[config.mk]
export PLATFORM = sky130hd
export DESIGN_NAME = accum_bank
export DESIGN_NICKNAME = d
export VERILOG_FILES = /design/src/rtl/accum_bank_pkg.sv /design/src/rtl/accum_alu.sv /design/src/rtl/accum_bank.sv
export SDC_FILE = /design/constraint.sdc
export NUM_CORES = 1
export LEC_CHECK = 0
export ABC_AREA = 1
export BUFFER_PORTS_ARGS = -buffer_cell sky130_fd_sc_hd__buf_2
export CORE_MARGIN = 2
export CORE_UTILIZATION = 56
export DETAILED_ROUTE_END_ITERATION = 16
export GPL_ROUTABILITY_DRIVEN = 1
export PLACE_DENSITY = 0.77
export SLEW_MARGIN = 5
export SYNTH_ARGS = -nofsm -noshare
export SYNTH_HDL_FRONTEND = slang
export SYNTH_HIERARCHICAL = 1
export SYNTH_SLANG_ARGS = --single-unit
[constraint.sdc]
create_clock -name CLK -period 2.3 [get_ports CLK]
set_input_delay 0.345 -clock CLK [delete_from_list [all_inputs] [get_ports CLK]]
set_output_delay 0.345 -clock CLK [all_outputs]
set_load 0.02 [all_outputs]
[src/rtl/accum_bank_pkg.sv]
// Shared opcodes and FSM state encoding for the accumulator bank.
// Imported by accum_alu and accum_bank.
package accum_bank_pkg;

  typedef enum logic [1:0] {
    OP_ADD   = 2'b00,
    OP_SUB   = 2'b01,
    OP_LOAD  = 2'b10,
    OP_CLEAR = 2'b11
  } op_t;

  typedef enum logic {
    IDLE  = 1'b0,
    SWEEP = 1'b1
  } state_t;

endpackage

[src/rtl/accum_alu.sv]
// Combinational accumulator update: acc/D/op to result and carry/borrow.
// Macro ACCUM_BANK_SAT_EN clamps ADD/SUB instead of wrapping.
module accum_alu
  import accum_bank_pkg::*;
#(
  parameter int WIDTH = 16
) (
  input  logic [WIDTH-1:0] acc,
  input  logic [WIDTH-1:0] d,
  input  op_t              op,
  output logic [WIDTH-1:0] res,
  output logic             ovf
);

  logic [WIDTH:0] sum;
  logic [WIDTH:0] diff;

  // select result; carry/borrow comes from the extra top bit
  always_comb begin
    sum  = {1'b0, acc} + {1'b0, d};
    diff = {1'b0, acc} - {1'b0, d};
    res  = '0;
    ovf  = 1'b0;
    unique case (op)
      OP_ADD: begin
        ovf = sum[WIDTH];
        res = sum[WIDTH-1:0];
`ifdef ACCUM_BANK_SAT_EN
        if (ovf) res = '1;
`endif
      end
      OP_SUB: begin
        ovf = diff[WIDTH];
        res = diff[WIDTH-1:0];
`ifdef ACCUM_BANK_SAT_EN
        if (ovf) res = '0;
`endif
      end
      OP_LOAD:  res = d;
      OP_CLEAR: res = '0;
      default:  res = '0;
    endcase
  end

endmodule

[src/rtl/accum_bank.sv]
// Bank of CHANNELS accumulators with one-per-cycle ops and a clear sweep.
// Optional macro ACCUM_BANK_SAT_EN selects saturating ADD/SUB.
module accum_bank
  import accum_bank_pkg::*;
#(
  parameter int WIDTH    = 16,
  parameter int CHANNELS = 4,
  localparam int CH_W    = $clog2(CHANNELS)
) (
  input  logic            CLK,
  input  logic            RST_N,
  input  logic            IN_VALID,
  output logic            IN_READY,
  input  logic [CH_W-1:0] IN_CH,
  input  logic [1:0]      IN_OP,
  input  logic [WIDTH-1:0] D,
  input  logic            CLR_ALL,
  output logic            OUT_VALID,
  output logic [CH_W-1:0] OUT_CH,
  output logic [WIDTH-1:0] Q,
  output logic            OVF
);

  localparam logic [CH_W-1:0] LAST_CH = CH_W'(CHANNELS - 1);

  logic [WIDTH-1:0] acc [CHANNELS];
  state_t           state;
  state_t           state_nxt;
  logic [CH_W-1:0]  sweep_cnt;
  logic             accept;
  logic [WIDTH-1:0] alu_res;
  logic             alu_ovf;

  assign IN_READY = (state == IDLE);
  assign accept   = IN_VALID && IN_READY && !CLR_ALL;

  accum_alu #(
    .WIDTH (WIDTH)
  ) u_alu (
    .acc (acc[IN_CH]),
    .d   (D),
    .op  (op_t'(IN_OP)),
    .res (alu_res),
    .ovf (alu_ovf)
  );

  // state register
  always_ff @(posedge CLK or negedge RST_N) begin
    if (!RST_N) state <= IDLE;
    else        state <= state_nxt;
  end

  // next state: CLR_ALL starts a sweep, last channel ends it
  always_comb begin
    state_nxt = state;
    unique case (state)
      IDLE:    if (CLR_ALL) state_nxt = SWEEP;
      SWEEP:   if (sweep_cnt == LAST_CH) state_nxt = IDLE;
      default: state_nxt = IDLE;
    endcase
  end

  // accumulator writes: sweep zeroes one channel per cycle
  always_ff @(posedge CLK or negedge RST_N) begin
    if (!RST_N) begin
      for (int i = 0; i < CHANNELS; i++) acc[i] <= '0;
      sweep_cnt <= '0;
    end else if (state == SWEEP) begin
      acc[sweep_cnt] <= '0;
      sweep_cnt      <= sweep_cnt + 1'b1;
    end else begin
      sweep_cnt <= '0;
      if (accept) acc[IN_CH] <= alu_res;
    end
  end

  // result register: strobe for one cycle, hold data
  always_ff @(posedge CLK or negedge RST_N) begin
    if (!RST_N) begin
      OUT_VALID <= 1'b0;
      OUT_CH    <= '0;
      Q         <= '0;
      OVF       <= 1'b0;
    end else begin
      OUT_VALID <= accept;
      if (accept) begin
        OUT_CH <= IN_CH;
        Q      <= alu_res;
        OVF    <= alu_ovf;
      end
    end
  end

endmodule
==> flow_summary.yaml, run 1 <==
floorplan:
  ios: 45
  die_w_um: 116.5
  start_util_pct: 56.86
  rows: 41
  die_height_um: 116.5
synthesis:
  yosys.area_share.xor_xnor_pct: 0.2471
  synth_edf_count: 0
  synth_adder_area_share_pct: 6.920
  synth-simple-area-share_pct: 46.51
  syn_inst: 1149
  syn_avg_cell_area_um2: 6.169
  async_flop_share_pct: 100.0
  synth_top_family_by_area: "simple AND/OR/NAND/NOR gates"
  synth_top_cell_area_share_pct: 30.71
  syn-num-nets: 1211
  synth_compound_area_share_pct: 4.607
  synthMuxAreaShare_pct: 0
  post_synth_main_area_contributors: "dfrtp_1 31%, nand2_1 27%, nand3_1 12%"
  synth-seq-cells: 87
  ys.warnings.count: 6
  ys_seq_area_share_pct: 30.71
  synth_area_leader_cell: "dfrtp_1"
  ys_types: 37
  synth_ff_type: "dfrtp_1"
  synth_area_um2: 7088
clocking:
  cts_buffer_depth: 2
  cts-root-buf: "clkbuf_16"
  cts_num_sinks: 87
  cts_buffers: 9
  htreeDepth: 3
run_status:
  status: "stopped before the end"
  tool.error: "[ERROR GRT-0232] Routing congestion too high. Check the congestion heatmap in the GUI."
  lastStage: "global routing (5_1_grt)"
placed_design:
  port_buffers: 44
  dp_hpwl_mm: 15.89
  gp_congestion: 0.9390
  place_ws_ns: -0.7930
grt:
  grt_max_degree: 55
  overflow: 1
  grt_util_all_layers_pct: 73.71
timing:
  worst_endpoint: "acc[14]$_DFFE_PN0P_/D"
  worst_endpoint_kind: "sequential cell input"
==> through the flow <==
step	utilization (%)	setup TNS (ns)	std cells	instance area [um^2]	hold WS, ns
after CTS	80.10	-5.015	1530	9985	0.2551
after detailed placement	69.88	-44.94	1489	8711	0.3310
after global placement	69.88	-40.31	1489	8711	0.3327
after floorplan	-	-2.874	1149	7199	0.04941
==> synthesized netlist by cell type, types with 2 or more instances <==
cell type and count:
fa_1 2, clkbuf_1 13, inv_1 117, buf_4 4, nor2_1 50, nand3_2 2
o221ai_1 2, buf_6 6, nand3_1 173, inv_2 9, o21ai_1 9, dfrtp_1 87
nor2_2 3, xor2_1 2, o21ai_0 17, ha_1 36, nor2_4 2, buf_2 27
nor3_1 3, o211ai_1 4, nand2_2 9, a21oi_1 16, nand2_1 518, clkbuf_2 2
nand4_1 22, buf_1 3
==> timing repair <==
item,in CTS
hold endpoints to repair,33
pin swaps,95
buffers inserted,26
hold buffers,1
gates resized for setup,187
gates cloned,4
setup endpoints to repair,72
==> routing by layer <==
layer / overflow / global-route usage [%]
met1: 0 / 74.26
met2: 0 / 86.94
met3: 1 / 65.08
met4: 0 / 65.00
met5: 0 / 43.33
==> cells by family after synthesis <==
logic type / Yosys count
DFF: 87
AOI/OAI and AO/OA: 54
and+or+nand+nor: 786
adders and majority gates: 38
buffers and inverters: 182
xor gates and xnor gates: 2
==> inputs of run 2 (changes only) <==
CORE_UTILIZATION = 40   (was 56)
PLACE_DENSITY = unset   (was 0.77)
PLACE_DENSITY_LB_ADDON = 0.15   (was unset)
clock period = 3 ns   (was 2.3 ns; I/O delays follow)
==> flow_summary.yaml, run 2 <==
run_status:
  status: "completed"
synthesis:
  ys.warnings.count: 6
  ys_seq_area_share_pct: 30.71
  syn_avg_cell_area_um2: 6.169
  syn_inst: 1149
  ys_types: 37
  synth_area_leader_cell: "dfrtp_1"
  async_flop_share_pct: 100.0
  ys_top_cells_by_count: "518 x nand2_1, 173 x nand3_1, 117 x inv_1, 87 x dfrtp_1, 50 x nor2_1"
  yosysMostFrequentCell: "nand2_1"
  synth_edf_count: 0
  synth_top_cell_area_share_pct: 30.71
  synth_area_um2: 7088
  post_synth_main_area_contributors: "dfrtp_1 31%, nand2_1 27%, nand3_1 12%"
  syn-num-nets: 1211
  synth_ff_type: "dfrtp_1"
  synth-seq-cells: 87
route:
  vias: 7665
  wire_per_inst_um: 15.33
  route.detailed.drc: 0
  drtAntennaViolNets: 0
  wl_mm: 23.00
  via_per_inst: 5.110
  drtPass1Iterations: 5
  drtIter0Drc: 705
floorplan:
  start_util_pct: 40.98
  dieArea_um2: 18800
  rows: 48
  die_height_um: 137.1
  core_area_um2: 17300
  ios: 45
  die_w_um: 137.1
grt:
  grt_pass1_wl_mm: 36.80
  grt_util_all_layers_pct: 25.22
  overflow: 0
  grt_max_degree: 69
  grt_pass1_vias: 6991
  antenna_found_initial: 0
timing:
  setup_violations: 0
  finalCritPeriodShare_pct: 94.94
  rsz0062_at_grt: "true"
  fin_ws_ns: 0.1518
  tightest_slew_ns: 0.7991
  hold_violations: 0
  drv_slew: 0
  fmax_mhz: 351.1
  skew_ns: 0.009595
  slew_headroom_pct: 46.72
  fin_crit_ns: 2.848
worst_setup_path:
  crit_chain: "clkbuf_4 -> nand2_2 -> inv_4 -> buf_12 -> nand2_1 -> nand4_1 -> ha_2 -> inv_2 -> nand2_1 -> nand2_1 -> a21oi_1 -> nand2_2 -> nand2_1 -> nand3_1 -> nand3_1 -> nand3_1 -> inv_1 -> nor2_1 -> buf_4 -> nand2_1 -> nand2_1 -> nand2_1 -> nand2_1"
  crit_path_end_kind: "flop"
  path_buf_inv: 6
  cpPeakStageDelay_ns: 0.50
  crit_family: "simple AND/OR/NAND/NOR gates"
  slowest_stage: "ha_2"
  arrival_ns: 3.09
  crit_top_cell: "nand2_1"
  crit_fanout: 6
  worstSetupStartpointType: "primary input"
  critical_path_class: "primary input to flop"
  required_ns: 3.24
finish:
  regMostFlops: "acc"
  fin_nets: 1332
  syn2layout_area_growth_pct: 23.41
  fin_area_um2: 8747
  insertedDiodeCount: 0
  drive_gt1_share_pct: 18.98
  largest_reg_flops: 64
  reg.largest.list: "acc x64, Q x16"
  mostFrequentLayoutCell: "nand2_1"
  stdcell_count: 1500
  final_cell_mix: "513 x nand2_1, 169 x nand3_1, 115 x inv_1"
power_and_ir_drop:
  p_leak_nw: 5.014
  vdd_drop_max_mv: 0.8309
  power_mw: 6.830
  p_per_area_nw_per_um2: 780.8
clocking:
  cts_buffers: 9
  htreeDepth: 3
  clk_pin_slew_ns: 0.07
  cts-root-buf: "clkbuf_16"
  cts_tree: "built"
  ctsHoldBuffers: 0
  clock_latency_ns: 0.35
  cts_buffer_depth: 2
  cts_num_sinks: 87
placed_design:
  postPlaceCellArea_um2: 8257
  place_ws_ns: -0.2860
  gp_congestion: 0.8768
  port_buffers: 44
  dp_cells: 1480
  dp_hpwl_mm: 16.63
flow_run:
  maxCapViolations: 0
min_path:
  worstHoldPathType: "primary input to asynchronous set/reset pin"
[run 2: worst paths after layout]
path / startpoint / to / slack (ns) / cells past startpoint
min reg2reg: OVF / OVF / 0.48 / 2
min: RST_N / acc[52] / 0.13 / 1
max in group asynchronous: RST_N / Q[12] / 2.20 / 2
max: IN_CH[0] / acc[59] / 0.15 / 23
max reg2reg: acc[4] / acc[59] / 0.27 / 19
min in group CLK: CLR_ALL / state / 0.34 / 3
[run 2: per-layer routing]
metal	part of all wire (%)	vias to the layer above	GRT usage, %
met3	5.0	25	2.815
met4	1.6	0	6.357
met2	46	221	40.05
li1	-	3844	-
met5	0	-	0
met1	47	3575	36.47
[run 2: area by class of cell]
| class | instances | area (um^2) |
|---|---|---|
| clock buffers | 12 | 256.5 |
| clock inverters | 4 | 28.78 |
| fillers | 1808 | 8549 |
| inverters | 127 | 479.2 |
| multi-input cells | 880 | 4267 |
| flip-flops and latches | 87 | 2178 |
| well taps | 225 | 281.5 |
| repair buffers | 165 | 1256 |
[run 2: cells by family after synthesis]
family                     Yosys count  synth area share, %
AOI/OAI and AO/OA                   54                4.607
DFF                                 87                30.71
adders and majority gates           38                6.920
and+or+nand+nor                    786                46.51
xor gates and xnor gates             2               0.2472
buffers and inverters              182                11.00
[run 2: metrics by stage]
step | hold WS (ns) | util [%] | setup TNS (ns)
global route | 0.2001 | 50.57 | -0.1263
global placement | 0.4571 | 47.74 | -9.026
floorplan | 0.1544 | - | 0
finish | 0.1347 | 50.57 | 0
CTS | 0.1630 | 49.39 | 0
detailed placement | 0.4605 | 47.74 | -9.958
[run 2: timing repair]
action | in CTS | in global routing
setup endpoints to repair | 0 | 44
buffers inserted | 0 | 2
resized for setup | 0 | 37
[run 2: where the power goes]
group | total (mW) | switching (mW) | leakage (nW) | internal [mW]
clock | 1.13 | 0.524 | 0.135 | 0.610
sequential | 1.88 | 0.302 | 1.17 | 1.57
combinational | 3.82 | 2.40 | 3.71 | 1.42
total | 6.83 | 3.23 | 5.01 | 3.60
Power figures use the tool's default switching activity.
==> inputs of run 3 (changes only) <==
SYNTH_HIERARCHICAL = unset   (was 1)
==> flow_summary.yaml, run 3 <==
route:
  drtAntennaViolNets: 0
  wire_per_inst_um: 16.11
  vias: 5956
  route.detailed.drc: 0
  wl_mm: 18.48
  drtIter0Drc: 455
  drtPass1Iterations: 5
  via_per_inst: 5.193
timing:
  tightest_slew_ns: 0.6576
  drv_slew: 0
  fmax_mhz: 350.5
  hold_violations: 0
  skew_ns: 0.009035
  setup_violations: 0
  finalCritPeriodShare_pct: 95.10
  hold_slack_ns: 0.1212
  slew_headroom_pct: 56.00
  fin_ws_ns: 0.1469
  fin_crit_ns: 2.853
synthesis:
  synth_area_um2: 6150
  syn_inst: 863
  synth_top_cell_area_share_pct: 35.40
  synth_edf_count: 0
  synth_ff_type: "dfrtp_1"
  ys_seq_area_share_pct: 35.40
  ys_top_cells_by_count: "252 x nand2_1, 120 x inv_1, 88 x nand3_1, 87 x dfrtp_1, 56 x nor2_1"
  syn_avg_cell_area_um2: 7.126
  yosysMostFrequentCell: "nand2_1"
  synth-seq-cells: 87
  async_flop_share_pct: 100.0
  ys.warnings.count: 0
  post_synth_main_area_contributors: "dfrtp_1 35%, nand2_1 15%, ha_1 8.7%"
  ys_types: 35
  synth_area_leader_cell: "dfrtp_1"
  syn-num-nets: 932
finish:
  insertedDiodeCount: 0
  regMostFlops: "acc"
  largest_reg_flops: 64
  syn2layout_area_growth_pct: 17.68
  final_cell_mix: "252 x nand2_1, 120 x inv_1, 88 x nand3_1"
  fin_nets: 1023
  drive_gt1_share_pct: 16.89
  mostFrequentLayoutCell: "nand2_1"
  fin_area_um2: 7237
  reg.largest.list: "acc x64, Q x16"
  fin_util_pct: 47.96
grt:
  antenna_found_initial: 0
  overflow: 0
  grt_pass1_wl_mm: 29.84
  grt_max_degree: 88
  grt_pass1_vias: 5659
  grt_use_met3_pct: 3.589
  met1_usage_pct: 35.04
  grt_util_all_layers_pct: 23.48
  gr-max-usage-layer: "met2"
  met2_usage_pct: 35.67
placed_design:
  dp_hpwl_mm: 14.30
  place_ws_ns: -0.1329
  port_buffers: 44
  postPlaceCellArea_um2: 6939
  gp_congestion: 0.9541
clocking:
  cts_buffer_depth: 2
  clock_latency_ns: 0.34
  cts_tree: "built"
  cts_buffers: 9
  cts_num_sinks: 87
  cts-root-buf: "clkbuf_16"
  htreeDepth: 3
  clk_pin_slew_ns: 0.07
power_and_ir_drop:
  p_per_area_nw_per_um2: 613.8
  vdd_drop_max_mv: 0.5574
  p_leak_nw: 3.939
  power_mw: 4.442
worst_setup_path:
  crit_fanout: 13
  required_ns: 3.23
  arrival_ns: 3.09
  crit_path_end_kind: "flop"
  worstSetupStartpointType: "primary input"
  critical_path_class: "primary input to flop"
floorplan:
  die_w_um: 128.0
  rows: 45
  dieArea_um2: 16380
  die_height_um: 128.0
  core_area_um2: 15090
  ios: 45
  start_util_pct: 40.75
flow_run:
  maxCapViolations: 0
run_status:
  status: "completed"
min_path:
  worstHoldPathType: "primary input to asynchronous set/reset pin"
==> run 3: changes by cell type after synthesis, sizes merged, moves of 7 or more <==
cell / before / now
o22ai: 0 / 22
buf: 40 / 19
o221ai: 2 / 9
a21oi: 18 / 27
ha: 36 / 43
nor2: 55 / 64
o21ai: 26 / 54
clkbuf: 15 / 5
nand4: 22 / 8
nand2: 527 / 256
nand3: 175 / 92
a22oi: 0 / 18
==> run 3: cells by family (layout without fill, tap and decap cells) <==
kind of cell / after synthesis / in the layout / synth area share [%]
fa+ha+maj: 45 / 45 / 9.400
flops: 87 / 87 / 35.40
simple gates: 435 / 435 / 30.56
buf+inv: 154 / 250 / 10.36
xor+xnor: 3 / 3 / 0.4273
compound gates: 139 / 139 / 13.86
==> run 3: path summary, 6_finish.rpt <==
kind | startpoint | end | slack, ns | depth (start not counted)
max | IN_CH[1] | Q[15] | 0.15 | 16
min | RST_N | Q[4] | 0.12 | 2
max reg2reg | acc[32] | acc[56] | 0.33 | 16
min reg2reg | OUT_CH[0] | OUT_CH[0] | 0.47 | 2
max in group asynchronous | RST_N | acc[36] | 2.49 | 2
min in group CLK | CLR_ALL | state | 0.39 | 3
==> run 3: repair_timing <==
item,in CTS,in global routing
hold buffers,0,0
setup buffers,0,1
setup endpoints to repair,0,27
gates resized for setup,0,10
==> run 3: report_power, final <==
part           internal (mW)  switching [mW]  total (mW)
Combinational          0.612            1.26        1.87
Sequential              1.41           0.140        1.55
Clock                  0.557           0.462        1.02
==> run 3: final cells by class <==
class | instances | area (um^2)
clock buffers | 10 | 229.0
clock inverters | 6 | 37.54
fillers | 1594 | 7853
inverters | 130 | 488.0
multi-input cells | 622 | 3359
flip-flops and latches | 87 | 2177
well taps | 188 | 235.2
repair buffers | 104 | 710.7
==> run 3: stage by stage <==
stage,cells,TNS [ns]
6_report,1147,0
5_1_grt,1147,-0.07599
4_1_cts,1146,0
3_5_place_dp,1130,-3.459
3_3_place_gp,1130,-3.072
2_1_floorplan,863,0
==> run 3: worst max-delay path, stage by stage <==
cell	delay [ns]
buf_2	0.13
inv_1	0.15
nand2_2	0.10
inv_2	0.24
buf_4	0.20
a22oi_1	0.07
nand2_1	0.17
ha_2	0.37
nor2_1	0.23
nand3_1	0.19
nor2_1	0.14
nand3_1	0.17
nand3_1	0.14
nand3_2	0.15
nand3_1	0.12
nand2_1	0.06
==> run 3: per-layer routing <==
metal,routed length [um],vias to the layer above,share of wire (%)
met5,0,-,0
met4,309,0,1.7
met3,970,20,5.3
met2,8045,161,44
met1,9150,2788,50
li1,-,2987,-
